==> src/rtl/lfsr.sv <==
// Fibonacci-style XNOR LFSR, NUM_BITS wide (3..32), with seed load and
// a combinational "back at seed" flag.
module lfsr #(
  parameter int NUM_BITS = 8
) (
  input  logic                i_Clk,
  input  logic                i_Rst_L,
  input  logic                i_Enable,
  input  logic                i_Seed_DV,
  input  logic [NUM_BITS-1:0] i_Seed_Data,
  output logic [NUM_BITS-1:0] o_LFSR_Data,
  output logic                o_LFSR_Done
);

  if (NUM_BITS < 3 || NUM_BITS > 32) begin : g_bad_width
    $error("lfsr: NUM_BITS=%0d is outside the supported range 3..32", NUM_BITS);
  end

  // One-hot bit for 1-indexed tap position k.
  function automatic logic [31:0] tap(input int k);
    return 32'h1 << (k - 1);
  endfunction

  // Maximal-length XNOR tap sets (XAPP052), expressed as a bit mask over r[1..n].
  function automatic logic [31:0] tap_mask(input int n);
    logic [31:0] m;
    m = '0;
    case (n)
      3:  m = tap(3)  | tap(2);
      4:  m = tap(4)  | tap(3);
      5:  m = tap(5)  | tap(3);
      6:  m = tap(6)  | tap(5);
      7:  m = tap(7)  | tap(6);
      8:  m = tap(8)  | tap(6)  | tap(5) | tap(4);
      9:  m = tap(9)  | tap(5);
      10: m = tap(10) | tap(7);
      11: m = tap(11) | tap(9);
      12: m = tap(12) | tap(6)  | tap(4) | tap(1);
      13: m = tap(13) | tap(4)  | tap(3) | tap(1);
      14: m = tap(14) | tap(5)  | tap(3) | tap(1);
      15: m = tap(15) | tap(14);
      16: m = tap(16) | tap(15) | tap(13) | tap(4);
      17: m = tap(17) | tap(14);
      18: m = tap(18) | tap(11);
      19: m = tap(19) | tap(6)  | tap(2) | tap(1);
      20: m = tap(20) | tap(17);
      21: m = tap(21) | tap(19);
      22: m = tap(22) | tap(21);
      23: m = tap(23) | tap(18);
      24: m = tap(24) | tap(23) | tap(22) | tap(17);
      25: m = tap(25) | tap(22);
      26: m = tap(26) | tap(6)  | tap(2) | tap(1);
      27: m = tap(27) | tap(5)  | tap(2) | tap(1);
      28: m = tap(28) | tap(25);
      29: m = tap(29) | tap(27);
      30: m = tap(30) | tap(6)  | tap(4) | tap(1);
      31: m = tap(31) | tap(28);
      32: m = tap(32) | tap(22) | tap(2) | tap(1);
      default: m = '0;
    endcase
    return m;
  endfunction

  localparam logic [NUM_BITS-1:0] TAPS = NUM_BITS'(tap_mask(NUM_BITS));

  logic [NUM_BITS-1:0] r_q;
  logic                fb;

  // XNOR feedback: all-zeros is a valid state, all-ones is the lockup state.
  assign fb = ~(^(r_q & TAPS));

  always_ff @(posedge i_Clk or negedge i_Rst_L) begin
    if (!i_Rst_L) begin
      r_q <= '0;
    end else if (i_Enable) begin
      if (i_Seed_DV) begin
        r_q <= i_Seed_Data;
      end else begin
        r_q <= {r_q[NUM_BITS-2:0], fb};
      end
    end
  end

  assign o_LFSR_Data = r_q;
  assign o_LFSR_Done = (r_q == i_Seed_Data);

endmodule

==> config.mk <==
export PLATFORM = sky130hd
export DESIGN_NAME = lfsr
export DESIGN_NICKNAME = d
export VERILOG_FILES = /design/src/rtl/lfsr.sv
export SDC_FILE = /design/constraint.sdc
export NUM_CORES = 1
export LEC_CHECK = 0
export ABC_AREA = 1
export CORE_AREA = 2 2 39 41
export CTS_CLUSTER_SIZE = 16
export DETAILED_ROUTE_END_ITERATION = 16
export DIE_AREA = 0 0 41 43
export HOLD_SLACK_MARGIN = 0.05
export PLACE_DENSITY = 0.73
export REMOVE_ABC_BUFFERS = 1
export SYNTH_ARGS = -nofsm -noshare
export SYNTH_HDL_FRONTEND = slang
export SYNTH_SLANG_ARGS = --single-unit
==> constraint.sdc <==
create_clock -name i_Clk -period 1.44 [get_ports i_Clk]
set_input_delay 0.288 -clock i_Clk [delete_from_list [all_inputs] [get_ports i_Clk]]
set_output_delay 0.288 -clock i_Clk [all_outputs]
set_load 0.02 [all_outputs]
After elaboration in Yosys (flattened, before gate mapping)
Cells that the tools add are included.
{"block": "word_totals", "regBits": 8, "in_bits": 12, "out_inout_bits": 9, "wordCells": 5}
{"block": "classes", "n_eq_ne": 1, "mux": 1, "bitwise": 1, "n_reduce_logical": 1}
{"cell": "$eq 8x8->1", "count": 1}
{"cell": "$mux 8", "count": 1}
{"cell": "$reduce_xor 8->1", "count": 1}
{"cell": "$not 1->1", "count": 1}

Logic depth before layout (Yosys ltp)
Gate-level depths: netlist of run 1.
{"block": "logic_depth", "ltp_word": 3, "mapped_depth": 7, "depth_no_buf": 7}

Worst setup path after synthesis of run 1
No wires, ideal clock.
{"block": "synth_path", "kind": "reg2out", "from": "register r_q[3], in the netlist o_LFSR_Data[3]", "to": "output port o_LFSR_Done", "t_arrival_ns": 1.108, "required_ns": 1.152, "slack_ns": 0.044, "path_stages_with_launch": 5, "n_path_buf": 0, "path_cell_list": "dfrtp_1 -> xor2_1 -> nor2_1 -> nand2_1 -> nor2_1"}
{"block": "synth_between", "elab_chain_len": 1}
{"element": "from (decl)", "line_no": "66", "rtl": "logic [NUM_BITS-1:0] r_q;"}
{"element": "from (signal assigned)", "line_no": "77", "rtl": "r_q <= i_Seed_Data;"}
{"element": "from (signal assigned)", "line_no": "79", "rtl": "r_q <= {r_q[NUM_BITS-2:0], fb};"}
{"element": "$eq 8x8->1", "line_no": "85", "rtl": "assign o_LFSR_Done = (r_q == i_Seed_Data);"}
{"element": "to (decl)", "line_no": "12", "rtl": "output logic o_LFSR_Done"}
Every way passes these cells.

Final worst setup path of run 1
{"block": "layout_path", "from": "input port i_Seed_Data[0]", "to": "output port o_LFSR_Done"}
{"block": "layout_between", "elab_chain_len": 1}
{"element": "from (decl)", "line_no": "10", "rtl": "input logic [NUM_BITS-1:0] i_Seed_Data,"}
{"element": "$eq 8x8->1", "line_no": "85"}
Every way passes these cells.

==> results of run 1 <==
-- layer usage --
layer / vias up / track usage [%] / wire length [um]
li1: 297 / - / -
met1: 268 / 19.9 / 553
met2: 24 / 29.4 / 682
met3: 2 / 3.14 / 90
met4: 0 / 6.00 / 9
met5: - / 0 / 0
-- where the power goes --
| part | switching [mW] | total (mW) | internal (mW) |
|---|---|---|---|
| clock | 0.0736 | 0.169 | 0.0952 |
| combinational | 0.160 | 0.305 | 0.145 |
| sequential | 0.0209 | 0.275 | 0.254 |
| total | 0.254 | 0.748 | 0.494 |
-- final cells by class --
type                    count  area, um^2
multi-input cells          54         273
fillers                   136         554
flip-flops and latches      8         200
well taps                  16        20.0
clock buffers               3        22.5
repair buffers             30         280
inverters                   9        33.8
-- Yosys cell counts --
master	number	share of area [%]
nor2_1	6	4.4
o22ai_1	1	1.2
nand4_1	1	1.2
xor2_1	4	6.8
a21oi_1	6	5.8
buf_4	1	1.5
inv_2	2	1.5
nand2_1	18	13
nand3_1	1	0.97
inv_1	7	5.1
dfrtp_1	8	39
xnor2_1	4	6.8
o21ai_0	7	6.8
o21ai_1	6	5.8
-- cell families (layout without fill, tap and decap cells) --
family          count (synthesis)  in the layout  synth area share, %
simple gates                   26             26                 19.7
compound gates                 20             20                 19.7
buf+inv                        10             42                 8.03
xor+xnor                        8              8                 13.6
flops                           8              8                 38.9
-- per-stage QoR --
step | total power [mW] | setup slack [ns] | utilization [%]
final | 0.748 | -0.116 | 59.9
after floorplan | 0.433 | 0.0442 | -
after global placement | 0.601 | -0.642 | 58.0
after global routing | 0.801 | -0.166 | 59.9
after detailed placement | 0.607 | -0.640 | 58.0
after CTS | 0.759 | -0.181 | 58.7
-- how the worst max path moves through the flow --
| stage | startpoint | endpoint | slack [ns] | cells after the start |
|---|---|---|---|---|
| 2_1_floorplan | o_LFSR_Data[3] | o_LFSR_Done | 0.04 | 4 |
| 3_3_place_gp | i_Seed_Data[6] | o_LFSR_Done | -0.64 | 6 |
| 3_5_place_dp | i_Seed_Data[6] | o_LFSR_Done | -0.64 | 6 |
| 4_1_cts | i_Seed_Data[6] | o_LFSR_Done | -0.18 | 6 |
| 5_1_grt | o_LFSR_Data[7] | o_LFSR_Done | -0.17 | 5 |
| 6_report | i_Seed_Data[0] | o_LFSR_Done | -0.12 | 5 |
-- worst max-delay path, cell delays in order --
cell	delay, ns
clkdlybuf4s50_1	0.49
xnor2_1	0.12
nand4_1	0.09
nor2_1	0.12
buf_4	0.16
-- timing repair --
action	in CTS	in global routing
endpoints found under the setup margin	9	1
pin swaps	1	3
resized for setup	13	7
-- placed cells by master, fill, tap and decap left out, types with 6 or more instances in the layout --
master / count
nand2_1: 18
buf_4: 11
dfrtp_1: 8
dlygate4sd2_1: 8
inv_1: 7
o21ai_0: 7
dlymetal6s2s_1: 7
nor2_1: 6
a21oi_1: 6
o21ai_1: 6
==> reports/results.ini, run 1 <==
[global_routing]
grt_max_degree=16
grtUsageTotal_pct=17.1
grt_pass1_wl_um=2080
grt_pass1_vias=545
grt_overflow=0
antenna_found_initial=0

[sta]
report.final.setup_viol=1
skew_ns=0.00386
max_slew.worst_pin.slew_ns=0.400
relSlewSlack_pct=73.3
tns_ns=-0.116
period_minus_slack_ns=1.56
slew_violations=0
hold_viol=0
finalCritPeriodShare_pct=108
max_freq_mhz=643
rsz0062_at_grt=true
fin_hold_ws_ns=0.321
fin_ws_ns=-0.116

[detailed_routing]
initialDrtViolationCount=6
vias=591
firstDrtPassIters=4
post_drt_wl_per_cell_um=11.1
routed_wl_um=1340
antenna_left=0
via_per_inst=4.93
drc=0

[worst_setup_path]
cp-end-kind=output port
reg2regPathDepth=8
r2r_end=o_LFSR_Data[0]
setup.worst_path.class=input pin to output port
crit_path_start_kind=input pin
critPathArrivalTime_ns=1.27
cp.required_ns=1.15
cp_max_fo=2
rrSetupSlack_ns=0.38
reg2reg_from=o_LFSR_Data[3]

[die]
die_h_um=43
row_count=14
die-area_mm2=0.00176
initial_core_util_pct=37.2
pin_count=21
core_mm2=0.00138
dieWidth_um=41

[finish]
syn_to_final_growth_pct=61.3
design_area_um2=830
n_antenna_cell=0
largest_reg_flops=8
drive_gt1_share_pct=15.4
fin_cells=120
final_nets=118

[clock_network]
cts_tree=built
cts_setup_buffers=0
ctsRootBufferMaster=clkbuf_4
cts_inserted_buffers=3
clk_latency_ns=0.25
clk_pin_slew_ns=0.06
cts_max_level=1
cts_hold_buf=0
clkSinkCount=8
clk_path_buf_depth=2

[job]
max_cap_viol_count=0

[synth]
synth_cells=72
ys_warn_count=0
avgSynthCellArea_um2=7.14
seq_area_frac_synth_pct=38.9
synth_area_um2=514
yosys.cell_types.count=14
ys_seq_elements=8

[hold_path]
hold_end=o_LFSR_Data[3]
min_path_cells=3
hold_path_class=input pin to flip-flop
hold_start=i_Seed_Data[3]

[placement]
place_inst=117
dpl_cell_area_um2=802
place_congestion=0.791
hpwl_um=1030
port_buffers=20

[power_and_ir_drop]
irDropWorstVdd_mv=0.463
power_density_mw_per_mm2=902
p_leak_nw=0.471

[status]
failed_checks=setup timing
status=finished, violations left

Power figures use the tool's default switching activity.
==> run 2, diff against run 1 <==
DONT_BUFFER_PORTS = 1   (was not set)
PLACE_DENSITY = not set   (was 0.73)
==> run 2 against run 1 <==
Against the previous run:
- the run still ends with setup timing left
- register-to-register slack worse by 0.03 ns
- hold slack worse by 0.20 ns
- via count down 17%
- sequential cell count unchanged
- routed wire length down 7.0%
- non-clock buffer count down 19
- cell count down 16%
- critical endpoint unchanged
- largest cell class is now multi-input combinational cells
- highest routed layer unchanged
==> reports/results.ini, run 2 (same netlist as run 1, synthesis figures left out) <==
[clock_network]
clk_pin_slew_ns=0.06  ; about the same
cts_inserted_buffers=3  ; unchanged
cts_max_level=1  ; unchanged
clk_latency_ns=0.26  ; about the same
ctsRootBufferMaster=clkbuf_4
clk_path_buf_depth=2  ; unchanged
cts_tree=built
postCtsResizedCells=0  ; -13
clkSinkCount=8  ; unchanged

[finish]
design_area_um2=634  ; -24%
final_util_pct=45.8  ; -14 points
final_cell_mix=18 x nand2_1, 10 x buf_4, 8 x dfrtp_1
largest_reg_flops=8  ; unchanged
final_nets=99  ; -16%
final_common_cell=nand2_1
syn_to_final_growth_pct=23.4
n_antenna_cell=0  ; unchanged
drive_gt1_share_pct=17.6  ; +2.3 points

[placement]
place_congestion=0.812  ; +2.6%
hpwl_um=932  ; -9.4%
dpl_cell_area_um2=594  ; -26%
place_ws_ns=0.187  ; +0.827 ns
port_buffers=0  ; -100%

[detailed_routing]
via_per_inst=4.83  ; -1.9%
firstDrtPassIters=4  ; unchanged
vias=488  ; -17%
initialDrtViolationCount=6  ; unchanged
post_drt_wl_per_cell_um=12.3  ; +11%
antenna_left=0  ; unchanged
routed_wl_um=1240  ; -7.0%
drc=0  ; unchanged

[power_and_ir_drop]
irDropWorstVdd_mv=0.387  ; -16%
p_leak_nw=0.317  ; -33%
power_density_mw_per_mm2=1100  ; +22%
total_power_mw=0.697  ; -6.8%

[die]
initial_core_util_pct=37.2  ; unchanged
die-area_mm2=0.00176  ; unchanged
pin_count=21  ; unchanged
die_h_um=43  ; unchanged
row_count=14  ; unchanged
core_mm2=0.00138  ; unchanged
dieWidth_um=41  ; unchanged

[sta]
max_freq_mhz=672  ; +4.5%
hold_viol=0  ; unchanged
slew_violations=0  ; unchanged
period_minus_slack_ns=1.49  ; -0.0675 ns
finalCritPeriodShare_pct=103  ; -4.7 points
report.final.setup_viol=1  ; unchanged
skew_ns=0.00586  ; +0.00200 ns
max_slew.worst_pin.slew_ns=0.389  ; -0.0111 ns
rsz0062_at_grt=true
fin_ws_ns=-0.0486  ; +0.0675 ns
relSlewSlack_pct=74.0  ; +0.74 points

[global_routing]
grt_overflow=0  ; unchanged
grt_pass1_wl_um=2000  ; -3.6%
grt_max_degree=16  ; unchanged
grtUsageTotal_pct=16.6  ; -0.54 points
grt_pass1_vias=486  ; -11%
antenna_found_initial=0  ; unchanged

[worst_setup_path]
cp-end-kind=output port
setup.worst_path.class=flip-flop to output port
critPathArrivalTime_ns=1.20  ; -0.07 ns
cp_max_fo=2  ; unchanged
reg2regPathDepth=8  ; unchanged
cp.required_ns=1.15  ; about the same
crit_path_start_kind=flip-flop

[hold_path]
min_path_cells=1  ; -2
hold_path_class=input pin to flip-flop

[job]
max_cap_viol_count=0  ; unchanged

[status]
failed_checks=setup timing
status=finished, violations left

-- run 2: cell count changes in the layout (fill, tap and decap cells not counted), sizes merged --
cell           delta
buf               -1
dlygate4sd2       -8
dlymetal6s2s      -7
clkdlybuf4s50     -4
dlygate4sd3       +1
-- run 2: power by group --
group          internal [mW]  switching, mW  leakage (nW)  total, mW
clock                 0.0962         0.0897        0.0138      0.186
combinational         0.0993          0.140         0.207      0.239
sequential             0.253         0.0186        0.0963      0.272
total                  0.449          0.248         0.317      0.697
-- run 2: repair_timing --
| item | CTS | global route |
|---|---|---|
| pin swaps | 6 | 2 |
| buffers inserted | 0 | 1 |
| endpoints found under the hold margin | 8 | 0 |
| setup endpoints to repair | 1 | 1 |
| hold buffers | 1 | 0 |
| cloned | 0 | 0 |
-- run 2: layout make-up --
class | count | area, um^2
Timing Repair Buffer | 11 | 85.1
Sequential cell | 8 | 200
Tap cell | 16 | 20.0
Multi-Input combinational cell | 54 | 273
Clock buffer | 3 | 22.5
Fill cell | 158 | 749
Inverter | 9 | 33.8
-- run 2: metrics by stage --
stage	setup TNS, ns	hold slack (ns)	cells
finish	-0.0486	0.117	101
global route	-0.130	0.112	101
CTS	-0.0579	0.118	100
detailed placement	0	-0.00736	96
global placement	0	-0.00739	96
floorplan	0	-0.00759	71
-- run 2: critical path: stages, from the launching register on --
cell and delay [ns]:
dfrtp_1 0.39, xor2_1 0.14, nor2_1 0.11, nand2_1 0.06
nor2_1 0.09, buf_4 0.15
-- run 2: final timing paths --
path / from / end / slack, ns
worst max-delay path: o_LFSR_Data[7] / o_LFSR_Done / -0.05
worst min-delay path: i_Enable / o_LFSR_Data[7] / 0.12
worst max register to register: o_LFSR_Data[4] / o_LFSR_Data[0] / 0.35
worst min register to register: o_LFSR_Data[0] / o_LFSR_Data[0] / 0.66
max in group asynchronous: i_Rst_L / o_LFSR_Data[1] / 0.78
min in group asynchronous: i_Rst_L / o_LFSR_Data[7] / 0.38
-- run 2: routing by layer --
layer	GRT usage (%)	share of wire [%]
met4	8.00	0.88
met5	0	0
met2	23.4	48
met1	22.7	45
met3	4.19	6.1
==> run 3, diff against run 2 <==
SKIP_LAST_GASP = 1   (was not set)
==> results of run 3 <==
Final layout, timing and power as in run 2 (identical DEF).
